### src/rtl/alu_pkg.sv
// Shared encodings for the ALU datapath: operation select and the
// sequencing states of the digit-serial adder/subtractor.
package alu_pkg;

  localparam logic OP_ADD = 1'b0;
  localparam logic OP_SUB = 1'b1;

  typedef enum logic [1:0] {
    IDLE = 2'd0,
    RUN  = 2'd1,
    DONE = 2'd2
  } state_e;

endpackage

### src/rtl/digit_serial_addsub_if.sv
// Operand/result handshake bundle for digit_serial_addsub.
// slave is the adder side, master is the producer/consumer side.
interface digit_serial_addsub_if #(
  parameter int unsigned WIDTH = 32
);
  logic             in_valid;
  logic             in_ready;
  logic [WIDTH-1:0] in_a;
  logic [WIDTH-1:0] in_b;
  logic             in_c;
  logic             op_sub;
  logic             out_valid;
  logic             out_ready;
  logic [WIDTH-1:0] sum_out;
  logic             c_out;
  logic             overflow;
  logic             zero;

  modport slave (
    input  in_valid, in_a, in_b, in_c, op_sub, out_ready,
    output in_ready, out_valid, sum_out, c_out, overflow, zero
  );

  modport master (
    output in_valid, in_a, in_b, in_c, op_sub, out_ready,
    input  in_ready, out_valid, sum_out, c_out, overflow, zero
  );
endinterface

### src/rtl/digit_serial_addsub_adder.sv
// Combinational DIGIT-bit ripple-carry slice; also exposes the carry
// into its MSB so the caller can form signed overflow.
module digit_adder #(
  parameter int unsigned DIGIT = 8
) (
  input  logic [DIGIT-1:0] a,
  input  logic [DIGIT-1:0] b,
  input  logic             cin,
  output logic [DIGIT-1:0] sum,
  output logic             cout,
  output logic             c_msb
);

  always_comb begin
    logic [DIGIT:0] c;
    c    = '0;
    sum  = '0;
    c[0] = cin;
    for (int unsigned i = 0; i < DIGIT; i++) begin
      sum[i]   = a[i] ^ b[i] ^ c[i];
      c[i+1]   = (a[i] & b[i]) | (c[i] & (a[i] ^ b[i]));
    end
    cout  = c[DIGIT];
    c_msb = c[DIGIT-1];
  end

endmodule

### src/rtl/digit_serial_addsub.sv
// WIDTH-bit add/subtract computed DIGIT bits per cycle, LSD first,
// through one shared ripple slice; registered sum and flags.
module digit_serial_addsub
  import alu_pkg::*;
#(
  parameter int unsigned WIDTH = 32,
  parameter int unsigned DIGIT = 8
) (
  input  logic                  clk,
  input  logic                  rst,
  digit_serial_addsub_if.slave  bus
);

  localparam int unsigned NDIG = WIDTH / DIGIT;
  localparam int unsigned CW   = (NDIG > 1) ? $clog2(NDIG) : 1;
  localparam logic [CW-1:0] LAST = CW'(NDIG - 1);

  state_e           state_q, state_d;
  logic [CW-1:0]    cnt_q, cnt_d;
  logic [WIDTH-1:0] a_q, a_d, b_q, b_d, sum_q, sum_d;
  logic             carry_q, carry_d;
  logic             cout_q, cout_d, ovf_q, ovf_d, zero_q, zero_d;

  logic [DIGIT-1:0] slice_sum;
  logic             slice_cout, slice_cmsb;

  digit_adder #(.DIGIT(DIGIT)) u_slice (
    .a     (a_q[DIGIT-1:0]),
    .b     (b_q[DIGIT-1:0]),
    .cin   (carry_q),
    .sum   (slice_sum),
    .cout  (slice_cout),
    .c_msb (slice_cmsb)
  );

  always_comb begin
    state_d = state_q;
    cnt_d   = cnt_q;
    a_d     = a_q;
    b_d     = b_q;
    sum_d   = sum_q;
    carry_d = carry_q;
    cout_d  = cout_q;
    ovf_d   = ovf_q;
    zero_d  = zero_q;
    case (state_q)
      IDLE: begin
        if (bus.in_valid) begin
          a_d     = bus.in_a;
          b_d     = (bus.op_sub == OP_SUB) ? ~bus.in_b : bus.in_b;
          carry_d = bus.in_c;
          cnt_d   = '0;
          state_d = RUN;
        end
      end
      RUN: begin
        // Result digits enter at the top so after NDIG steps the LSD lands at bit 0.
        sum_d   = (sum_q >> DIGIT) | (WIDTH'(slice_sum) << (WIDTH - DIGIT));
        a_d     = a_q >> DIGIT;
        b_d     = b_q >> DIGIT;
        carry_d = slice_cout;
        cnt_d   = cnt_q + CW'(1);
        if (cnt_q == LAST) begin
          cout_d  = slice_cout;
          ovf_d   = slice_cout ^ slice_cmsb;
          zero_d  = (sum_d == '0);
          state_d = DONE;
        end
      end
      DONE: begin
        if (bus.out_ready) state_d = IDLE;
      end
      default: state_d = IDLE;
    endcase
  end

  always_ff @(posedge clk) begin
    if (rst) begin
      state_q <= IDLE;
      cnt_q   <= '0;
      a_q     <= '0;
      b_q     <= '0;
      sum_q   <= '0;
      carry_q <= 1'b0;
      cout_q  <= 1'b0;
      ovf_q   <= 1'b0;
      zero_q  <= 1'b0;
    end else begin
      state_q <= state_d;
      cnt_q   <= cnt_d;
      a_q     <= a_d;
      b_q     <= b_d;
      sum_q   <= sum_d;
      carry_q <= carry_d;
      cout_q  <= cout_d;
      ovf_q   <= ovf_d;
      zero_q  <= zero_d;
    end
  end

  assign bus.in_ready  = (state_q == IDLE);
  assign bus.out_valid = (state_q == DONE);
  assign bus.sum_out   = sum_q;
  assign bus.c_out     = cout_q;
  assign bus.overflow  = ovf_q;
  assign bus.zero      = zero_q;

endmodule

### src/flat_wrapper.sv
// flat-port wrapper written by rule: the top's interface ports become plain ports
module digit_serial_addsub_flat import alu_pkg::*;
#(
  parameter int unsigned WIDTH = 32,
  parameter int unsigned DIGIT = 8
)
  (clk, rst, bus_in_valid, bus_in_a, bus_in_b, bus_in_c, bus_op_sub, bus_out_ready, bus_in_ready, bus_out_valid, bus_sum_out, bus_c_out, bus_overflow, bus_zero);
  digit_serial_addsub_if #(.WIDTH(WIDTH)) bus_i ();
  input  logic clk;
  input  logic rst;
  input wire logic [$bits(bus_i.in_valid)-1:0] bus_in_valid;
  input wire logic [$bits(bus_i.in_a)-1:0] bus_in_a;
  input wire logic [$bits(bus_i.in_b)-1:0] bus_in_b;
  input wire logic [$bits(bus_i.in_c)-1:0] bus_in_c;
  input wire logic [$bits(bus_i.op_sub)-1:0] bus_op_sub;
  input wire logic [$bits(bus_i.out_ready)-1:0] bus_out_ready;
  output wire logic [$bits(bus_i.in_ready)-1:0] bus_in_ready;
  output wire logic [$bits(bus_i.out_valid)-1:0] bus_out_valid;
  output wire logic [$bits(bus_i.sum_out)-1:0] bus_sum_out;
  output wire logic [$bits(bus_i.c_out)-1:0] bus_c_out;
  output wire logic [$bits(bus_i.overflow)-1:0] bus_overflow;
  output wire logic [$bits(bus_i.zero)-1:0] bus_zero;
  assign bus_i.in_valid = bus_in_valid;
  assign bus_i.in_a = bus_in_a;
  assign bus_i.in_b = bus_in_b;
  assign bus_i.in_c = bus_in_c;
  assign bus_i.op_sub = bus_op_sub;
  assign bus_i.out_ready = bus_out_ready;
  assign bus_in_ready = bus_i.in_ready;
  assign bus_out_valid = bus_i.out_valid;
  assign bus_sum_out = bus_i.sum_out;
  assign bus_c_out = bus_i.c_out;
  assign bus_overflow = bus_i.overflow;
  assign bus_zero = bus_i.zero;
  digit_serial_addsub #(.WIDTH(WIDTH), .DIGIT(DIGIT)) u_core (.clk(clk), .rst(rst), .bus(bus_i));
endmodule
### config.mk
export PLATFORM = sky130hd
export DESIGN_NAME = digit_serial_addsub_flat
export DESIGN_NICKNAME = d
export VERILOG_FILES = /design/src/rtl/alu_pkg.sv /design/src/rtl/digit_serial_addsub_if.sv /design/src/rtl/digit_serial_addsub_adder.sv /design/src/rtl/digit_serial_addsub.sv /design/src/flat_wrapper.sv
export SDC_FILE = /design/constraint.sdc
export NUM_CORES = 1
export LEC_CHECK = 0
export ABC_AREA = 1
export BUFFER_PORTS_ARGS = -buffer_cell sky130_fd_sc_hd__buf_2
export CORE_AREA = 4 4 98 100
export DETAILED_ROUTE_END_ITERATION = 12
export DIE_AREA = 0 0 102 104
export HOLD_SLACK_MARGIN = 0.08
export PLACE_DENSITY = 0.78
export SLEW_MARGIN = 5
export SYNTH_ARGS = -nofsm -noshare
export SYNTH_HDL_FRONTEND = slang
export SYNTH_SLANG_ARGS = --single-unit
export TNS_END_PERCENT = 100
### constraint.sdc
create_clock -name clk -period 4.7 [get_ports clk]
set_input_delay 1.41 -clock clk [delete_from_list [all_inputs] [get_ports clk]]
set_output_delay 1.41 -clock clk [all_outputs]
set_load 0.01 [all_outputs]
== Word level (Yosys, flattened, before mapping) ==
Cells that the tools add are included.
Widths: inputs -> output; s select.
Operators by class
  equal/unequal tests: 6
  muxes and demuxes: 13
  reductions and logical operators: 6
  bitwise operators: 43
  add/subtract/negate cells: 1
Operators with widths (count)
  $pmux 32 s2: 2
  $mux 32: 3
  $logic_not 32->1: 1
  $not 32->32: 1
  $or 24x32->32: 1
  $xor 1x1->1: 17
  $and 1x1->1: 16
  $mux 2: 4
  $or 1x1->1: 8
  $pmux 2 s3: 1
  $eq 2x2->1 const B: 2
  $ne 2x2->1 const B: 2
  $pmux 2 s2: 1
  $reduce_and 2->1: 2
  $reduce_and 3->1: 1
  $add 2x1->2 const B: 1
  $eq 2x1->1 const B: 1
  $logic_not 2->1: 1
  $ne 2x1->1 const B: 1
  $pmux 1 s2: 1
  $reduce_bool 2->1: 1
  $mux 1: 1
Storage, ports and cells
  logic and storage cells: 78
  register bits: 104

== Longest topological paths before layout ==
  depth in word-level cells: 18
  depth in mapped cells: 17
  depth with buffers taken out: 17

== Cells and area by module ==
Synthesis repeated with hierarchy kept, for this count alone.
Second synthesis, totals
  cell total of the unflattened synthesis: 603
  area total of the unflattened synthesis: 4551.9 µm²
Modules (own cells, without submodules)
  digit_serial_addsub: seq. area each 2082.0 µm², area each 4354.2 µm², times used 1, cells each 585
  digit_adder: seq. area each 0.0 µm², area each 197.7 µm², times used 1, cells each 18

== Worst setup path before layout ==
No wires, ideal clock.
  path type: reg2reg
  start point: register u_core.carry_q
  end point: register u_core.zero_q, in the netlist u_core.bus.zero
  required time: 4.572 ns
  period minus slack after synthesis: 4.181 ns
  slack: 0.519 ns
  cell stages (with the launch flop): 18
  library setup time: 0.128 ns
  arrival time: 4.053 ns
  path through: dfxtp_1 > fa_1 > fa_1 > fa_1 > fa_1 > inv_1 > fa_1 > inv_1 > fa_1 > fa_1 > inv_1 > fa_1 > inv_1 > nor3_1 > nand3_1 > nor2_1 > nor2_1 > nor2_1
Between the ends
  cells in the longest elaborated chain, start to end: 17
  elaborated cells on any way between the ends: 24
  classes of those cells: bitwise: 23; reduce/logical: 1
Ends and longest elaborated chain
  from (decl): RTL line digit_serial_addsub.sv:21  | logic carry_q, carry_d;
  from (signal assigned): RTL line digit_serial_addsub.sv:94  | carry_q <= carry_d;
  $and 1x1->1: RTL line digit_serial_addsub_adder.sv:21  | c[i+1] = (a[i] & b[i]) | (c[i] & (a[i] ^ b[i]));
  $or 1x1->1: RTL line digit_serial_addsub_adder.sv:21
  $and 1x1->1: RTL line digit_serial_addsub_adder.sv:21
  $or 1x1->1: RTL line digit_serial_addsub_adder.sv:21
  $and 1x1->1: RTL line digit_serial_addsub_adder.sv:21
  $or 1x1->1: RTL line digit_serial_addsub_adder.sv:21
  $and 1x1->1: RTL line digit_serial_addsub_adder.sv:21
  $or 1x1->1: RTL line digit_serial_addsub_adder.sv:21
  $and 1x1->1: RTL line digit_serial_addsub_adder.sv:21
  $or 1x1->1: RTL line digit_serial_addsub_adder.sv:21
  $and 1x1->1: RTL line digit_serial_addsub_adder.sv:21
  $or 1x1->1: RTL line digit_serial_addsub_adder.sv:21
  $and 1x1->1: RTL line digit_serial_addsub_adder.sv:21
  $or 1x1->1: RTL line digit_serial_addsub_adder.sv:21
  $xor 1x1->1: RTL line digit_serial_addsub_adder.sv:20  | sum[i] = a[i] ^ b[i] ^ c[i];
  $or 24x32->32 *: RTL line digit_serial_addsub.sv:58  | sum_d = (sum_q >> DIGIT) | (WIDTH'(slice_sum) << (WIDTH - DIGIT));
  $logic_not 32->1 *: RTL line digit_serial_addsub.sv:66  | zero_d = (sum_d == '0);
  to (signal assigned): RTL line digit_serial_addsub.sv:97  | zero_q <= zero_d;
  to (decl): RTL line digit_serial_addsub.sv:22  | logic cout_q, cout_d, ovf_q, ovf_d, zero_q, zero_d;
Mark *: on every way between the ends. The rest lies on a longest branch, timed or not.
A chain may end at the register's enable or synchronous reset.

== Worst setup path in the final report ==
Ends and elaborated chain as after synthesis.

==> reports/qor.txt <==
Drt first-iter violations = 238
Area grow syn2layout = 13.4%
Top-count cell post-synth = nand2_1
Initial Utilization = 53.5%
Setup violations, final = 0
Setup TNS = 0 ps
Final setup margin = 286 ps
Buffers on Ports = 106
Number of iterations in the first detailed-routing pass = 5
Sinks on Clock Net = 104
Async set or reset register ratio after synthesis = 0%
Post-Place Worst Slack = 290 ps
# DRC = 0
Post-CTS Hold Buffers = 0
Fill count = 816
Share of layout cells above drive strength 1 = 18.6%
Sequential fraction of the synthesis area = 44.8%
Root Buffer = clkbuf_8
Vias = 4093
Clock buffer depth = 2
Worst EP arrival = 4640 ps
Synth Register Bits = 104
TritonCTS buffer count = 9
Run status = complete, no violations
Crit path time final = 4410 ps
CP required = 4930 ps
Worst-path maximum fanout = 2
Final RePlAce weighted congestion = 0.863
Number of global-route vias before repair = 3819
Min-Delay Path Class = reg -> reg
Setup bufs post-CTS = 0
Count of unique library cells instantiated by Yosys = 24
CTS-repair resized insts = 0
Ys flop type = dfxtp_1
EDFF count, synth = 0
Top cells by instance count after synthesis = 197 x nand2_1, 104 x dfxtp_1, 76 x nor2_1
Critical setup path kind = reg -> reg
Final Hold Slack = 467 ps
Rows = 34
Pin count of the biggest net entering global routing = 66
Placed Instances = 795
Worst slew pin tran = 1030 ps
Number of diodes = 0
Finished Layout Cells = 811
Initial antenna violation count = 0
Syn Nets = 698
Die span in y = 104 microns
YS warnings = 0
Worst setup SP type = flop
Die width = 102 microns
CTS tree = built
Core Box Area = 8680 sq um
Ratio of final minimum period to clock period = 93.9%
Top cells by area, synth = dfxtp_1 45%, nand2_1 16%, nor2_1 6.1%, xor2_1 4.5%, fa_1 3.4%
Die footprint = 10600 sq um
Total power = 1.83 mW
Pwr Density = 347 nW/um^2
First-pass GRT wire length = 17400 microns
RSZ-0062 raised after global routing = no
VDD IR-drop max = 0.187 mV
Gr usage total = 20.0%
Post-DP HPWL = 7090 microns
Yosys top cell area share = 44.8%
Synth Cell Area = 4650 sq um
Final net count = 777
Final Max Tran Viols = 0
Clock Skew = 7.72 ps
Routed length per instance = 13.0 microns
Max cap viols = 0
Worst-path clk slew = 100 ps
Max Fclk = 227 MHz
Worst setup EP type = flop
Hold Vio Cnt, Final = 0
Syn_area_per_cell = 7.51 sq um
Total Wirelength = 10500 microns
Post-route ant nets = 0
H-tree Lvls = 3
Post-synthesis cell count = 619
Max-slew headroom = 30.9%
Ports = 107
Skew-Pair Late Insertion Delay = 370 ps
GR Overflow Total = 0
Vias per cell = 5.05
Largest area contributor in the netlist = dfxtp_1
Leakage power = 2.41 nW
[worst paths after layout]
| kind | from | end | slack [ps] | cells past startpoint |
|---|---|---|---|---|
| setup / recovery | u_core.carry_q | u_core.bus.zero | 290 | 17 |
| hold / removal | u_core.a_q[31] | u_core.a_q[31] | 470 | 2 |
| setup reg to reg | u_core.carry_q | u_core.bus.zero | 290 | 17 |
| hold reg to reg | u_core.a_q[31] | u_core.a_q[31] | 470 | 2 |
[placed cells by master (no fill, tap or decap), drive strengths merged, types with 3 or more instances in the layout]
| cell | n |
|---|---|
| o21ai | 34 |
| o211ai | 10 |
| inv | 41 |
| nand2 | 199 |
| buf | 108 |
| dfxtp | 104 |
| nand3 | 11 |
| nor2 | 78 |
| a21oi | 30 |
| xor2 | 24 |
| a22oi | 5 |
| a31oi | 25 |
| xnor2 | 9 |
| clkinv | 3 |
| fa | 8 |
| clkbuf | 10 |
[state kept, by name (all words and copies together) (netlist names)]
name,cells
u_core.bus.zero,1
u_core.a_q,32
u_core.cnt_q,2
u_core.state_q,2
u_core.b_q,32
u_core.bus.overflow,1
u_core.bus.sum_out,32
u_core.bus.c_out,1
u_core.carry_q,1
[metrics by stage]
stage               utilization, %  area (sq um)
floorplan                        -          4650
global placement              58.5          5080
detailed placement            58.5          5080
CTS                           60.7          5270
global route                  60.7          5270
finish                        60.7          5270
[per-layer routing]
metal	GRT usage, %	wire length, microns	vias to the layer above
met4	6.37	174	0
met3	3.55	716	17
met5	0	0	-
met2	32.5	5090	139
li1	-	-	2109
met1	26.8	4520	1828
[cell families after synthesis]
group	Yosys count	synth area share, %
AND/OR/NAND/NOR	290	24.0
XOR/XNOR	33	6.22
AO/OA/AOI/OAI	104	12.7
flip-flops	104	44.8
adder cells (fa/ha/maj)	9	3.72
buffers and inverters	79	8.56
[power by group]
| part | switching [mW] | internal [mW] |
|---|---|---|
| sequential | 0.0450 | 0.946 |
| clock | 0.317 | 0.215 |
| combinational | 0.184 | 0.120 |
| total | 0.546 | 1.28 |
[critical path, cell delays in order, from the launching register on]
cell	delay (ps)
dfxtp_1	340
fa_1	450
fa_1	460
fa_1	460
fa_1	430
inv_1	90
fa_1	170
inv_1	50
fa_1	440
fa_1	460
inv_1	110
fa_1	420
inv_1	80
nor3_1	50
nand3_1	70
nor2_1	50
nor2_1	90
nor2_1	40
[cell type report]
class                   instances  area, sq um  area share, %
clock inverters                 6         51.3          0.974
flip-flops and latches        104         2080           39.5
repair buffers                108          546           10.4
clock buffers                  10          138           2.61
well taps                     108          135           2.56
inverters                      39          146           2.78
multi-input cells             436         2170           41.2
(Power assumes the default switching activity.)
